## src/rtl/uart_pkg.sv

```systemverilog
// uart_pkg
//   Shared definitions for the UART subsystem.
//   - rx_state_t : receiver frame states
//   - OS_RATE    : oversampling factor (samples per bit)
//   - calc_div   : clocks per oversampling tick, floored and clamped to >= 1
package uart_pkg;

  typedef enum logic [2:0] {
    IDLE,
    START,
    DATA,
    PARITY,
    STOP
  } rx_state_t;

  localparam int OS_RATE = 16;

  // Integer floor of clk_freq / (baud * OS_RATE); a zero result would stall
  // the tick generator, so it is clamped up to one clock per tick.
  function automatic int calc_div(input int clk_freq, input int baud);
    int d;
    d = clk_freq / (baud * OS_RATE);
    if (d < 1) begin
      d = 1;
    end
    return d;
  endfunction

endpackage

```

## src/rtl/uart_baud_tick.sv

```systemverilog
// uart_baud_tick
//   Emits a one-cycle tick every DIV clocks. Clearing restarts the count so
//   the next tick lands exactly DIV clocks after clr.
// Ports:
//   clk  : system clock
//   rst  : asynchronous active-high reset
//   clr  : restart the divider (no tick is produced in the clearing cycle)
//   tick : one-cycle pulse every DIV clocks
module uart_baud_tick #(
  parameter int DIV = 1
) (
  input  logic clk,
  input  logic rst,
  input  logic clr,
  output logic tick
);

  localparam int CW = (DIV > 1) ? $clog2(DIV) : 1;
  localparam logic [CW-1:0] LAST = CW'(DIV - 1);

  logic [CW-1:0] cnt_q;
  logic [CW-1:0] cnt_d;

  // The counter runs 0..DIV-1; the tick is the terminal count, suppressed
  // while clearing so a restart never leaks a stale tick.
  always_comb begin
    cnt_d = cnt_q;
    if (clr || (cnt_q == LAST)) begin
      cnt_d = '0;
    end else begin
      cnt_d = cnt_q + CW'(1);
    end
  end

  assign tick = (cnt_q == LAST) && !clr;

  // Divider count register.
  always_ff @(posedge clk or posedge rst) begin
    if (rst) begin
      cnt_q <= '0;
    end else begin
      cnt_q <= cnt_d;
    end
  end

endmodule

```

## src/rtl/uart_rx_os16.sv

```systemverilog
// uart_rx_os16
//   16x oversampling UART receiver with 3-sample majority vote per bit,
//   false-start rejection, stop-bit check, optional parity check and a
//   valid/ready output register with overrun reporting.
// Ports:
//   clk        : system clock
//   rst        : asynchronous active-high reset
//   rx_in      : serial line, idle high, asynchronous to clk
//   rx_data    : received byte, LSB first on the line
//   rx_valid   : rx_data and error flags are valid
//   rx_ready   : consumer accepts the byte when rx_valid && rx_ready
//   frame_err  : stop bit sampled low (qualified by rx_valid)
//   parity_err : parity mismatch (qualified by rx_valid)
//   overrun    : one-cycle pulse when a completed byte is dropped
//   busy       : receiver is inside a frame
module uart_rx_os16
  import uart_pkg::*;
#(
  parameter int CLK_FREQ   = 100_000_000,
  parameter int BAUD_RATE  = 115200,
  parameter bit PARITY_EN  = 1'b0,
  parameter bit PARITY_ODD = 1'b0
) (
  input  logic       clk,
  input  logic       rst,
  input  logic       rx_in,
  output logic [7:0] rx_data,
  output logic       rx_valid,
  input  logic       rx_ready,
  output logic       frame_err,
  output logic       parity_err,
  output logic       overrun,
  output logic       busy
);

  localparam int DIV = calc_div(CLK_FREQ, BAUD_RATE);

  logic       sync1_q;
  logic       sync2_q;
  logic       prev_q;
  logic [2:0] fill_q;
  logic       rxs;

  rx_state_t  state_q;
  rx_state_t  state_d;
  logic [3:0] sc_q;
  logic [3:0] sc_d;
  logic [2:0] idx_q;
  logic [2:0] idx_d;
  logic [7:0] shift_q;
  logic [7:0] shift_d;
  logic       s0_q;
  logic       s0_d;
  logic       s1_q;
  logic       s1_d;
  logic       perr_q;
  logic       perr_d;

  logic       tick;
  logic       clr;
  logic       start_edge;
  logic       sample_pt;
  logic       wrap;
  logic       maj;
  logic       deliver;
  logic       load;

  logic [7:0] rx_data_q;
  logic       rx_valid_q;
  logic       frame_err_q;
  logic       parity_err_q;
  logic       overrun_q;

  // Two-flop synchronizer plus a delayed copy for falling-edge detection.
  // fill_q marks when prev_q holds a genuinely sampled line value rather than
  // the reset preset, so a line held low across reset release is not
  // mistaken for a start bit.
  always_ff @(posedge clk or posedge rst) begin
    if (rst) begin
      sync1_q <= 1'b1;
      sync2_q <= 1'b1;
      prev_q  <= 1'b1;
      fill_q  <= 3'b000;
    end else begin
      sync1_q <= rx_in;
      sync2_q <= sync1_q;
      prev_q  <= sync2_q;
      fill_q  <= {fill_q[1:0], 1'b1};
    end
  end

  assign rxs        = sync2_q;
  assign start_edge = fill_q[2] && prev_q && !rxs;

  uart_baud_tick #(
    .DIV (DIV)
  ) u_tick (
    .clk  (clk),
    .rst  (rst),
    .clr  (clr),
    .tick (tick)
  );

  // sc = 9 is the third capture of the bit centre; sc = 15 ends the bit.
  assign sample_pt = tick && (sc_q == 4'd9);
  assign wrap      = tick && (sc_q == 4'd15);
  assign maj       = (s0_q & s1_q) | (s0_q & rxs) | (s1_q & rxs);

  // Frame sequencer: advances the sample counter on every tick inside a
  // frame, captures the first two centre samples, and acts on the majority
  // at the third. The stop bit delivers as soon as its vote is known so the
  // receiver is back in IDLE before the next start edge can arrive.
  always_comb begin
    state_d = state_q;
    sc_d    = sc_q;
    idx_d   = idx_q;
    shift_d = shift_q;
    s0_d    = s0_q;
    s1_d    = s1_q;
    perr_d  = perr_q;
    clr     = 1'b0;
    deliver = 1'b0;

    if ((state_q != IDLE) && tick) begin
      sc_d = sc_q + 4'd1;
      if (sc_q == 4'd7) begin
        s0_d = rxs;
      end
      if (sc_q == 4'd8) begin
        s1_d = rxs;
      end
    end

    case (state_q)
      IDLE: begin
        if (start_edge) begin
          state_d = START;
          sc_d    = 4'd0;
          idx_d   = 3'd0;
          perr_d  = 1'b0;
          clr     = 1'b1;
        end
      end
      START: begin
        if (sample_pt && maj) begin
          state_d = IDLE;
        end else if (wrap) begin
          state_d = DATA;
          idx_d   = 3'd0;
        end
      end
      DATA: begin
        if (sample_pt) begin
          shift_d[idx_q] = maj;
        end
        if (wrap) begin
          if (idx_q == 3'd7) begin
            state_d = PARITY_EN ? PARITY : STOP;
          end else begin
            idx_d = idx_q + 3'd1;
          end
        end
      end
      PARITY: begin
        if (sample_pt) begin
          perr_d = maj ^ (^shift_q) ^ PARITY_ODD;
        end
        if (wrap) begin
          state_d = STOP;
        end
      end
      STOP: begin
        if (sample_pt) begin
          deliver = 1'b1;
          state_d = IDLE;
        end
      end
      default: begin
        state_d = IDLE;
      end
    endcase
  end

  // Frame sequencer registers.
  always_ff @(posedge clk or posedge rst) begin
    if (rst) begin
      state_q <= IDLE;
      sc_q    <= 4'd0;
      idx_q   <= 3'd0;
      shift_q <= 8'h00;
      s0_q    <= 1'b0;
      s1_q    <= 1'b0;
      perr_q  <= 1'b0;
    end else begin
      state_q <= state_d;
      sc_q    <= sc_d;
      idx_q   <= idx_d;
      shift_q <= shift_d;
      s0_q    <= s0_d;
      s1_q    <= s1_d;
      perr_q  <= perr_d;
    end
  end

  // A new byte may take the output register when it is empty or being
  // drained in this same cycle; otherwise the new byte is the one dropped.
  assign load = deliver && (!rx_valid_q || rx_ready);

  // Output holding register with valid/ready handshake and overrun pulse.
  always_ff @(posedge clk or posedge rst) begin
    if (rst) begin
      rx_data_q    <= 8'h00;
      rx_valid_q   <= 1'b0;
      frame_err_q  <= 1'b0;
      parity_err_q <= 1'b0;
      overrun_q    <= 1'b0;
    end else begin
      if (load) begin
        rx_data_q    <= shift_q;
        frame_err_q  <= !maj;
        parity_err_q <= PARITY_EN && perr_q;
        rx_valid_q   <= 1'b1;
      end else if (rx_ready) begin
        rx_valid_q   <= 1'b0;
      end
      overrun_q <= deliver && !load;
    end
  end

  assign rx_data    = rx_data_q;
  assign rx_valid   = rx_valid_q;
  assign frame_err  = frame_err_q;
  assign parity_err = parity_err_q;
  assign overrun    = overrun_q;
  assign busy       = (state_q != IDLE);

endmodule
```

## config.mk

```make
export PLATFORM = sky130hd
export DESIGN_NAME = uart_rx_os16
export DESIGN_NICKNAME = d
export VERILOG_FILES = /design/src/rtl/uart_pkg.sv /design/src/rtl/uart_baud_tick.sv /design/src/rtl/uart_rx_os16.sv
export SDC_FILE = /design/constraint.sdc
export NUM_CORES = 1
export LEC_CHECK = 0
export CAP_MARGIN = 20
export CORE_UTILIZATION = 30
export DETAILED_ROUTE_END_ITERATION = 12
export HOLD_SLACK_MARGIN = 0.02
export PLACE_DENSITY = 0.58
export SYNTH_ARGS = -nofsm -noshare
export SYNTH_HDL_FRONTEND = slang
export SYNTH_SLANG_ARGS = --single-unit
```

## constraint.sdc

```tcl
create_clock -name clk -period 2.4 [get_ports clk]
set_input_delay 0.48 -clock clk [delete_from_list [all_inputs] [get_ports clk]]
set_output_delay 0.48 -clock clk [all_outputs]
set_load 0.01 [all_outputs]
```

Word level (Yosys, flattened, before mapping)
Cells that the tools add are included.

word-level totals
  output and inout bits = 13
  input port bits = 4
  bits in registers = 43
  logic and storage cells = 97

cells by class
  order comparisons = 2
  multiplexer cells = 27
  $add $sub $neg = 3
  reduce and logical (&&, ||, !) cells = 26
  bitwise gates (word level) = 5
  equal/unequal tests = 19

operator list
  operator                                                              number
  3-bit 2-to-1 mux                                                      12
  2-bit inequality test, second input constant                          8
  3-bit one-hot mux with 5 select lines                                 1
  4-bit == test, second input constant                                  3
  4-bit 2-to-1 mux                                                      3
  6-bit AND reduction                                                   2
  1-bit logical AND                                                     10
  3-bit one-hot mux with 3 select lines                                 1
  8-bit bitwise mux                                                     1
  1-bit 2-to-1 mux                                                      7
  6-bit by 1-bit adder with 6-bit output, second input constant         1
  3-bit by 2-bit == test with 1-bit output, second input constant       2
  3-bit == test, second input constant                                  2
  6-bit == test, second input constant                                  1
  6-bit 2-to-1 mux                                                      1
  2-bit AND reduction                                                   3
  3-bit nonzero test                                                    2
  1-bit logical NOT                                                     5
  4-bit by 1-bit adder with 4-bit output, second input constant         1
  4-bit by 3-bit == test with 1-bit output, second input constant       1
  3-bit by 4-bit < comparator with 1-bit output, second input constant  1
  3-bit by 1-bit adder with 3-bit output, second input constant         1
  1-bit AND                                                             3
  1-bit demux with 3-bit select                                         1
  other kinds (7)                                                       9

Longest topological paths before layout
  depth in word-level cells = 12
  gate-level depth with buffers = 7
  gate-level depth less buffers = 6

By module
From an unflattened synthesis, not the netlist that was laid out.

second synthesis, totals
  cells, all modules = 163
  area, all modules = 2014.4 um^2

modules (own cells, without submodules)
  module          area each (um^2)  cells each  seq. area each (um^2)  instances
  uart_rx_os16    1719.1            135         929.6                  1
  uart_baud_tick  295.3             28          150.1                  1

Worst setup path before layout
Ideal clock, no wire load.

  kind = register to register
  from = register u_tick.cnt_q[1]
  to = register shift_q[6]
  arrival time = 1.909 ns
  library setup time = 0.125 ns
  slack = 0.366 ns
  period minus slack after synthesis = 2.034 ns
  path buffers = 1
  cell stages (with the launch flop) = 8
  data required time = 2.275 ns
  path through = dfrtp_1 -> inv_1 -> ha_1 -> nand4_4 -> or3_4 -> buf_6 -> or3_4 -> mux2_4

on the way
  longest elaborated chain between the ends = 4

RTL lines
  element                        line                  RTL
  start, declared                uart_baud_tick.sv:21  logic [CW-1:0] cnt_q;
  start signal, assigned         uart_baud_tick.sv:42  cnt_q <= cnt_d;
  6-bit == test                  uart_baud_tick.sv:35  assign tick = (cnt_q == LAST) && !clr;
  1-bit logical AND              uart_baud_tick.sv:35
  1-bit logical AND              uart_rx_os16.sv:105   assign sample_pt = tick && (sc_q == 4'd9);
  2-bit AND reduction (no line)  n/a
  end signal, assigned           uart_rx_os16.sv:198   shift_q <= shift_d;
  end, declared                  uart_rx_os16.sv:50    logic [7:0] shift_q;

Every way passes these cells.
A chain may end at the register's enable or synchronous reset.

Final worst setup path
  from = register state_q[0]
  to = output busy

on the way
  longest elaborated chain between the ends = 1

RTL lines
  element                 line                 RTL
  start, declared         uart_rx_os16.sv:44   rx_state_t state_q;
  start signal, assigned  uart_rx_os16.sv:195  state_q <= state_d;
  3-bit nonzero test      uart_rx_os16.sv:235  assign busy = (state_q != IDLE);
  end, declared           uart_rx_os16.sv:33   output logic busy

Every way passes these cells.

==> flow_summary.json <==
{
  "status": "finished with violations",
  "violations": "DRC",
  "crit_end": "busy",
  "ys_seq_elements": 43,
  "cts_tree": "built",
  "rsz0062_at_grt": "false",
  "path_class": "reg -> out",
  "place_hpwl_um": 2200,
  "worstMarginPinSlew_ns": 0.577,
  "post_cts.repair.setup_buffers": 0,
  "first_pass_iters": 8,
  "r2r_slack_ns": 0.24,
  "num_vias": 1274,
  "post-route-drc-count": 2,
  "cts-htree-levels": 2,
  "fin_crit_sh_pct": 92.1,
  "worst_hold_path.num_cells": 0,
  "tns_ns": 0,
  "vias_per_cell": 4.86,
  "die_w_um": 83.0,
  "fin_worst_skew_ns": 0.00530,
  "synth.yosys.warnings": 0,
  "gp_congestion": 0.750,
  "ys_async_sr_fraction_pct": 100,
  "fillCellCount": 636,
  "ios": 17,
  "reg2reg_to": "rx_data[1]",
  "ant_nets": 0,
  "die_height_um": 83.0,
  "wire_per_inst_um": 12.2,
  "grt_pass1_wl_um": 5770,
  "synth_top_cell_by_area": "dfrtp_1",
  "synthCells": 169,
  "rr_startpoint": "u_tick.cnt_q[1]",
  "period_minus_slack_ns": 2.21,
  "cts-resized-gates": 0,
  "hold_buffers": 0,
  "p_per_area_nw_per_um2": 681,
  "drt_iter0_markers": 77,
  "cts.sinks": 43,
  "syn-num-nets": 180,
  "cts_buffers": 5,
  "nets": 196,
  "synth_edf_count": 0,
  "antenna_found_initial": 0,
  "required_ns": 1.92,
  "holdWs_ns": 0.358,
  "critPathLaunch": "state_q[0]",
  "grt_max_degree": 44,
  "grt_pass1_vias": 1206,
  "start_kind": "register",
  "yosysSeqAreaShare_pct": 54.9,
  "slew_violations": 0,
  "cap_violations": 0,
  "path_max_fanout": 9,
  "routed_wl_um": 3210,
  "synth-main-ff-cell": "dfrtp_1",
  "clkTransAtPathRegs_ns": 0.08,
  "clockBufferDepth": 2,
  "dieArea_um2": 6890,
  "start_util_pct": 31.0,
  "diodes": 0,
  "yosysUniqueCellTypes": 40,
  "drive_gt1_share_pct": 20.0,
  "hold_class": "reg -> reg",
  "synth_area_um2": 1970,
  "clk_latency_ns": 0.29,
  "p_leak_nw": 0.996,
  "grt_overflow": 0,
  "fmax_ghz": 0.452,
  "synth.avg_cell_area_um2": 11.6,
  "synthTopCellsByArea": "dfrtp_1 (51%), mux2_2 (9.7%), ha_1 (4.5%)",
  "setup_violations": 0,
  "arrival_ns": 1.73,
  "synth_top_area_share_pct": 50.9,
  "area_growth_pct": 15.5,
  "num_rows": 29,
  "ir_drop_mv": 0.310,
  "numPortBuffers": 15,
  "slew-limit-headroom_pct": 61.3,
  "hold_violations": 0,
  "end_kind": "output port",
  "cts-root-buf": "clkbuf_8",
  "track_usage_pct": 10.4,
  "core-area_um2": 6350,
  "synth_commonest_cells": "dfrtp_1 (40), mux2_2 (17), nand2_1 (13)",
  "ff2ff_path_depth": 7,
  "yosysMostFrequentCell": "dfrtp_1"
}
[per-layer routing]
| metal | share of wire (%) | GRT usage [%] | up-vias | routed length (um) |
|---|---|---|---|---|
| met5 | 0 | 0 | - | 0 |
| met3 | 2.5 | 2.39 | 6 | 80 |
| met1 | 49 | 13.9 | 640 | 1560 |
| li1 | - | - | 610 | - |
| met4 | 1.8 | 4.70 | 0 | 58 |
| met2 | 47 | 15.9 | 18 | 1510 |
[registers in the layout (all words and copies together), names as in the netlist]
register	flops
rx_data	8
shift_q	8
u_tick.cnt_q	6
sc_q	4
fill_q	3
idx_q	3
state_q	3
frame_err	1
overrun	1
prev_q	1
rx_valid	1
rxs	1
s0_q	1
s1_q	1
sync1_q	1
[per-stage QoR]
stage / std cells / setup slack, ns / utilization [%] / total power, W / cell area (um2)
after floorplan: 169 / 0.366 / - / 0.00105 / 1970
after global placement: 255 / 0.269 / 34.4 / 0.00110 / 2190
after detailed placement: 255 / 0.226 / 34.4 / 0.00111 / 2190
after CTS: 262 / 0.155 / 35.8 / 0.00158 / 2270
after global routing: 262 / 0.0374 / 35.8 / 0.00165 / 2270
final: 262 / 0.189 / 35.8 / 0.00155 / 2270
[worst min-delay path by stage]
| stage | startpoint | to | slack [ns] |
|---|---|---|---|
| final | fill_q[0] | fill_q[1] | 0.36 |
| after global routing | sync1_q | rxs | 0.37 |
| after CTS | fill_q[0] | fill_q[1] | 0.36 |
| after detailed placement | fill_q[0] | fill_q[1] | 0.35 |
| after global placement | fill_q[0] | fill_q[1] | 0.33 |
| after floorplan | fill_q[0] | fill_q[1] | 0.33 |
[cells in the final DEF (no fill, tap or decap), drive strengths merged, types with 2 or more instances in the layout]
master,instances
dfrtp,40
mux2,18
clkdlybuf4s50,15
nand2,13
inv,10
nor3,8
nor2,8
ha,7
o21ai,7
nand3,6
clkbuf,6
nor4,5
or3,4
nand3b,3
nor3b,3
mux2i,3
dfstp,3
a21oi,2
nand2b,2
xor2,2
xnor2,2
nand4b,2
conb,2
buf,2
nand4,2
[kinds of logic (layout without fill, tap and decap cells)]
group	after synthesis	count (layout)	share of synthesized area, %
multiplexers	21	21	12.0
adder cells (fa/ha/maj)	8	8	4.96
buffers and inverters	18	34	4.13
XOR/XNOR	4	4	1.78
flip-flops	43	43	54.9
AO/OA/AOI/OAI	14	14	4.45
other	2	2	0.382
AND/OR/NAND/NOR	59	59	17.4
[final cells by class]
type | instances | area (um2) | area share (%)
tap | 77 | 96.3 | 4.24
clock buffer | 6 | 82.6 | 3.63
inverter | 10 | 37.5 | 1.65
multi-input combinational | 108 | 807 | 35.5
clock inverter | 1 | 5.00 | 0.220
sequential | 43 | 1080 | 47.5
timing repair buffer | 17 | 165 | 7.26
[worst max-delay path, stage by stage, from the launching register on]
cell	delay, ns
dfrtp_1	0.47
nor3_1	0.41
inv_1	0.08
clkdlybuf4s50_1	0.48
[power breakdown]
part           total [W]  internal (W)  switching, W
logic           0.000200     0.0000976      0.000103
clock network   0.000457      0.000226      0.000231
registers       0.000891      0.000793     0.0000978
(Power assumes the default switching activity.)
